$ cat config.mk
export PLATFORM = sky130hd
export DESIGN_NAME = reg_pipe_flat
export DESIGN_NICKNAME = d
export VERILOG_FILES = /design/src/rtl/reg_pipe_if.sv /design/src/rtl/reg_pipe.sv /design/src/flat_wrapper.sv
export SDC_FILE = /design/constraint.sdc
export NUM_CORES = 1
export LEC_CHECK = 0
export ABC_AREA = 1
export BUFFER_PORTS_ARGS = -buffer_cell sky130_fd_sc_hd__buf_4
export CORE_ASPECT_RATIO = 0.5
export CORE_UTILIZATION = 55
export CTS_CLUSTER_DIAMETER = 150
export DETAILED_ROUTE_END_ITERATION = 10
export GPL_TIMING_DRIVEN = 0
export PLACE_DENSITY = 0.77
export RECOVER_POWER = 25
export SYNTH_ARGS = -nofsm -noshare
export SYNTH_HDL_FRONTEND = slang
export SYNTH_SLANG_ARGS = --single-unit
$ cat constraint.sdc
create_clock -name clk -period 5.35 [get_ports clk]
set_input_delay 1.07 -clock clk [delete_from_list [all_inputs] [get_ports clk]]
set_output_delay 1.07 -clock clk [all_outputs]
set_load 0.05 [all_outputs]
$ cat src/rtl/reg_pipe_if.sv
// Valid/ready bus bundle for reg_pipe: upstream push side, downstream pop side, occupancy.
interface reg_pipe_if #(
    parameter int unsigned WIDTH = 32,
    parameter int unsigned DEPTH = 4
);
    localparam int unsigned CW = $clog2(DEPTH + 1);

    logic             in_valid;
    logic             in_ready;
    logic [WIDTH-1:0] in_data;
    logic             out_valid;
    logic             out_ready;
    logic [WIDTH-1:0] out_data;
    logic [CW-1:0]    count;

    // Producer/consumer environment around the pipeline
    modport master (
        output in_valid,
        output in_data,
        output out_ready,
        input  in_ready,
        input  out_valid,
        input  out_data,
        input  count
    );

    // The pipeline itself
    modport slave (
        input  in_valid,
        input  in_data,
        input  out_ready,
        output in_ready,
        output out_valid,
        output out_data,
        output count
    );
endinterface

$ cat src/rtl/reg_pipe.sv
// DEPTH-stage valid/ready register pipeline with bubble collapse, flush and occupancy count.
module reg_pipe #(
    parameter int unsigned     WIDTH       = 32,
    parameter int unsigned     DEPTH       = 4,
    parameter logic [WIDTH-1:0] RESET_VALUE = '0
) (
    input  logic        clk,
    input  logic        rst,
    input  logic        flush,
    reg_pipe_if.slave   bus
);
    localparam int unsigned CW = $clog2(DEPTH + 1);

    // Elaboration-time parameter guard
    generate
        if (WIDTH < 1) begin : g_bad_width
            $error("reg_pipe: WIDTH must be at least 1");
        end
        if (DEPTH < 1) begin : g_bad_depth
            $error("reg_pipe: DEPTH must be at least 1");
        end
    endgenerate

    logic [WIDTH-1:0] r_data [DEPTH];
    logic [DEPTH-1:0] r_valid;
    logic [CW-1:0]    r_count;

    logic [DEPTH-1:0] w_ld;
    logic [DEPTH-1:0] w_vin;
    logic [WIDTH-1:0] w_din [DEPTH];
    logic             w_in_ready;
    logic             w_in_xfer;
    logic             w_out_xfer;

    // Load enables: a stage may load when it or any stage downstream of it can vacate.
    // Built as a running OR from the output end so no signal feeds back on itself.
    always_comb begin
        logic w_acc;
        w_ld  = '0;
        w_acc = bus.out_ready;
        for (int i = DEPTH - 1; i >= 0; i--) begin
            w_acc   = w_acc | ~r_valid[i];
            w_ld[i] = w_acc;
        end
    end

    assign w_in_ready = w_ld[0] & ~flush;
    assign w_in_xfer  = bus.in_valid & w_in_ready;
    assign w_out_xfer = r_valid[DEPTH-1] & bus.out_ready;

    // Per-stage incoming valid/data: stage 0 from the bus, others from the stage behind.
    always_comb begin
        w_vin    = '0;
        w_vin[0] = w_in_xfer;
        w_din[0] = bus.in_data;
        for (int i = 1; i < DEPTH; i++) begin
            w_vin[i] = r_valid[i-1];
            w_din[i] = r_data[i-1];
        end
    end

    // Valid bits: cleared by reset or flush, otherwise shifted where the stage loads.
    always_ff @(posedge clk) begin
        if (rst || flush) begin
            r_valid <= '0;
        end else begin
            for (int i = 0; i < DEPTH; i++) begin
                if (w_ld[i]) begin
                    r_valid[i] <= w_vin[i];
                end
            end
        end
    end

    // Data registers: only a valid word overwrites; bubbles and flush leave data in place.
    always_ff @(posedge clk) begin
        if (rst) begin
            for (int i = 0; i < DEPTH; i++) begin
                r_data[i] <= RESET_VALUE;
            end
        end else if (!flush) begin
            for (int i = 0; i < DEPTH; i++) begin
                if (w_ld[i] && w_vin[i]) begin
                    r_data[i] <= w_din[i];
                end
            end
        end
    end

    // Occupancy tracks accepted minus delivered words.
    always_ff @(posedge clk) begin
        if (rst || flush) begin
            r_count <= '0;
        end else begin
            r_count <= r_count + CW'(w_in_xfer) - CW'(w_out_xfer);
        end
    end

    assign bus.in_ready  = w_in_ready;
    assign bus.out_valid = r_valid[DEPTH-1];
    assign bus.out_data  = r_data[DEPTH-1];
    assign bus.count     = r_count;

endmodule

$ cat src/flat_wrapper.sv
// flat-port wrapper written by rule: the top's interface ports become plain ports
module reg_pipe_flat 
#(
    parameter int unsigned     WIDTH       = 32,
    parameter int unsigned     DEPTH       = 4,
    parameter logic [WIDTH-1:0] RESET_VALUE = '0
)
  (clk, rst, flush, bus_in_valid, bus_in_data, bus_out_ready, bus_in_ready, bus_out_valid, bus_out_data, bus_count);
  reg_pipe_if #(.WIDTH(WIDTH), .DEPTH(DEPTH)) bus_i ();
  input  logic clk;
  input  logic rst;
  input  logic flush;
  input wire logic [$bits(bus_i.in_valid)-1:0] bus_in_valid;
  input wire logic [$bits(bus_i.in_data)-1:0] bus_in_data;
  input wire logic [$bits(bus_i.out_ready)-1:0] bus_out_ready;
  output wire logic [$bits(bus_i.in_ready)-1:0] bus_in_ready;
  output wire logic [$bits(bus_i.out_valid)-1:0] bus_out_valid;
  output wire logic [$bits(bus_i.out_data)-1:0] bus_out_data;
  output wire logic [$bits(bus_i.count)-1:0] bus_count;
  assign bus_i.in_valid = bus_in_valid;
  assign bus_i.in_data = bus_in_data;
  assign bus_i.out_ready = bus_out_ready;
  assign bus_in_ready = bus_i.in_ready;
  assign bus_out_valid = bus_i.out_valid;
  assign bus_out_data = bus_i.out_data;
  assign bus_count = bus_i.count;
  reg_pipe #(.WIDTH(WIDTH), .DEPTH(DEPTH), .RESET_VALUE(RESET_VALUE)) u_core (.clk(clk), .rst(rst), .flush(flush), .bus(bus_i));
endmodule
==> run metrics <==
DR DRC count=0; pin count of the biggest net entering global routing=33; Simple-Gate Fraction of Synth Area=11.6%; top cells by area, synth=edfxtp_1 73%, inv_1 10%, nor2_1 9.4%; area fraction in compound gates after synthesis=0.615%; most used flip-flop cell after synthesis=edfxtp_1; Post-Synth Adder-Cell Area=0.851%; internal power=1.87 mW; TritonRoute pass-1 iters=5; worst reg-to-reg path cell count=5; Min Hold Slack=0.507 ns; XOR/XNOR share of the synthesized area=0.165%; final core utilization=72.0%; Pwr Density=364 nW/um^2; post-synth top area share=72.6%; Clock power frac=42.7%; Clk Latency, worst-skew pair=0.41 ns; RR Endpoint=u_core.r_data[0][30]; Synth Register Bits=135; Slew headroom=13.5%; Post-DRT Antenna Nets=0; Gate power share=5.5%; fraction of layout cells with a size suffix above 1=18.6%; CTS root buf=clkbuf_16; Worst Path Arrival=1.86 ns; clock transition at the registers of the reported paths=0.05 ns; critical path class=primary input to primary output; clock sink count=135; CTS resizes=0; HP Start=u_core.r_valid[0]; ant diodes=0; total of max-cap violations=0; antenna violations before repair=0; cell taking the most area after synthesis=edfxtp_1; vias per cell=4.50; Core Area=9010 um^2; P&R area growth vs syn=22.5%; Synth Area per Inst=11.8 um^2; post-synthesis mux area share=0%; Psw=0.489 mW; Post-layout nets=582; largest buffer count on any clock path=2; startpoint types=primary input; Worst Setup End Kind=primary output; hold buffers post-CTS=0; upper clock frequency limit=0.342 GHz; run status=complete, no violations; IO Count=74; DP HPWL=5570 um; die height=71.4 um; post-CTS setup buffers=0; final WL=8820 um; die area=10000 um^2; die width=141 um; hold depth=2; Slew Limit Fails=0; period utilisation layout=54.7%; largest family of logic cells by synthesized area=simple AND/OR/NAND/NOR gates; synth warn=0; total gr overflow=0; Pleak=2.89 nW; placed insts=640; RSZ-0062 raised after global routing=no; Seq/Total Area, Yosys=75.3%; Starting Density=58.8%; Clock Skew=0.00763 ns; total CTS buffers=17; via count=3012; worst setup path end=bus_in_ready; H-Tree Depth=4; First DRT Iteration DRCs=194; HP Class=register to register; num rows=24; Tot Pwr=2.36 mW; fill cell count=621; # setup viols final=0; Syn Nets=489; Synth cell types=18; All-Layer GR Usage=19.3%; Mapped Cells=449; Post-Syn Area=5290 um^2; R2R Setup Slk=3.17 ns; Post-synth top cells=142 x inv_1, 133 x nor2_1, 128 x edfxtp_1; Worst EP required=4.28 ns; reg-to-reg startpoint=u_core.r_valid[3]; Total Neg Setup Slack=0 ns; Seq pwr share=51.8%; ys async rst share=0%; peak fanout along the critical path=5; clock tree from TritonCTS=built; final hold violations=0; cell with the most instances after synthesis=inv_1; WL per Instance=13.2 um; first-pass GRT wire length=13800 um; Non-Filler Instances=670; vias in the first global route=2912; Post-synth EDFFs=128; min Tclk post-route=2.93 ns; Tightest Pin Transition=1.30 ns; crit path from=bus_out_ready; PortBufs=73; routability cong.=0.766; VDD IR max=0.259 mV; Sw Share=20.7%
how the worst min path moves through the flow:
stage                              endpoint  slack [ns]
after global routing      u_core.r_valid[1]        0.52
after detailed placement  u_core.r_valid[1]        0.50
final                     u_core.r_valid[1]        0.51
after floorplan           u_core.r_valid[1]        0.48
after CTS                 u_core.r_valid[1]        0.51
after global placement    u_core.r_valid[1]        0.50
worst max-delay path: stages:
cell and delay, ns:
buf_4 0.12, nor2_4 0.18, nand4_2 0.14, inv_1 0.10, nor2_1 0.04, buf_4 0.20
layout make-up:
cell class,count,area [um^2],share of cell area [%]
Clock buffer,23,448,6.91
Multi-Input combinational cell,160,703,10.8
Tap cell,117,146,2.26
Buffer,12,52.6,0.811
Sequential cell,135,3980,61.5
Timing Repair Buffer,74,559,8.63
Inverter,142,533,8.22
Clock inverter,7,56.3,0.869
per-stage QoR:
stage / setup WS (ns) / instance area [um^2]
finish: 2.42 / 6480
global route: 2.36 / 6480
CTS: 2.43 / 6530
detailed placement: 2.39 / 6030
global placement: 0.354 / 5990
floorplan: 1.32 / 5290
cell usage in the layout (no fill, tap or decap), types with 2 or more instances in the layout:
cell type / count
a21oi_1: 4
buf_2: 3
buf_4: 73
clkbuf_1: 15
clkbuf_16: 17
clkinv_1: 3
clkinv_2: 3
dfxtp_1: 7
edfxtp_1: 128
ha_1: 2
inv_1: 142
nand2_1: 6
nand3_1: 6
nor2_1: 134
power groups by stage:
stage	clock, mW	combinational (mW)	sequential [mW]
floorplan	0	0.0468	1.27
global placement	0	0.127	1.24
detailed placement	0	0.132	1.24
CTS	1.02	0.134	1.22
global route	1.06	0.143	1.23
finish	1.01	0.131	1.22
cell families (layout without fill, tap and decap cells):
group / count (synthesis) / after routing
flip-flops: 135 / 135
AND/OR/NAND/NOR: 150 / 150
buffers and inverters: 154 / 258
AO/OA/AOI/OAI: 6 / 6
adder cells (fa/ha/maj): 3 / 3
XOR/XNOR: 1 / 1
metal layers:
layer / vias up / part of all wire, % / GRT usage [%]
li1: 1543 / - / -
met1: 1353 / 47 / 26.5
met2: 110 / 43 / 27.8
met3: 6 / 8.5 / 6.95
met4: 0 / 0.74 / 8.82
met5: - / 0 / 0
registers in the layout, indices dropped and copies added, names as in the netlist:
register,cells
u_core.r_data,128
u_core.r_valid,4
u_core.bus.count,3
No activity file was read; power rests on OpenSTA's default activity.
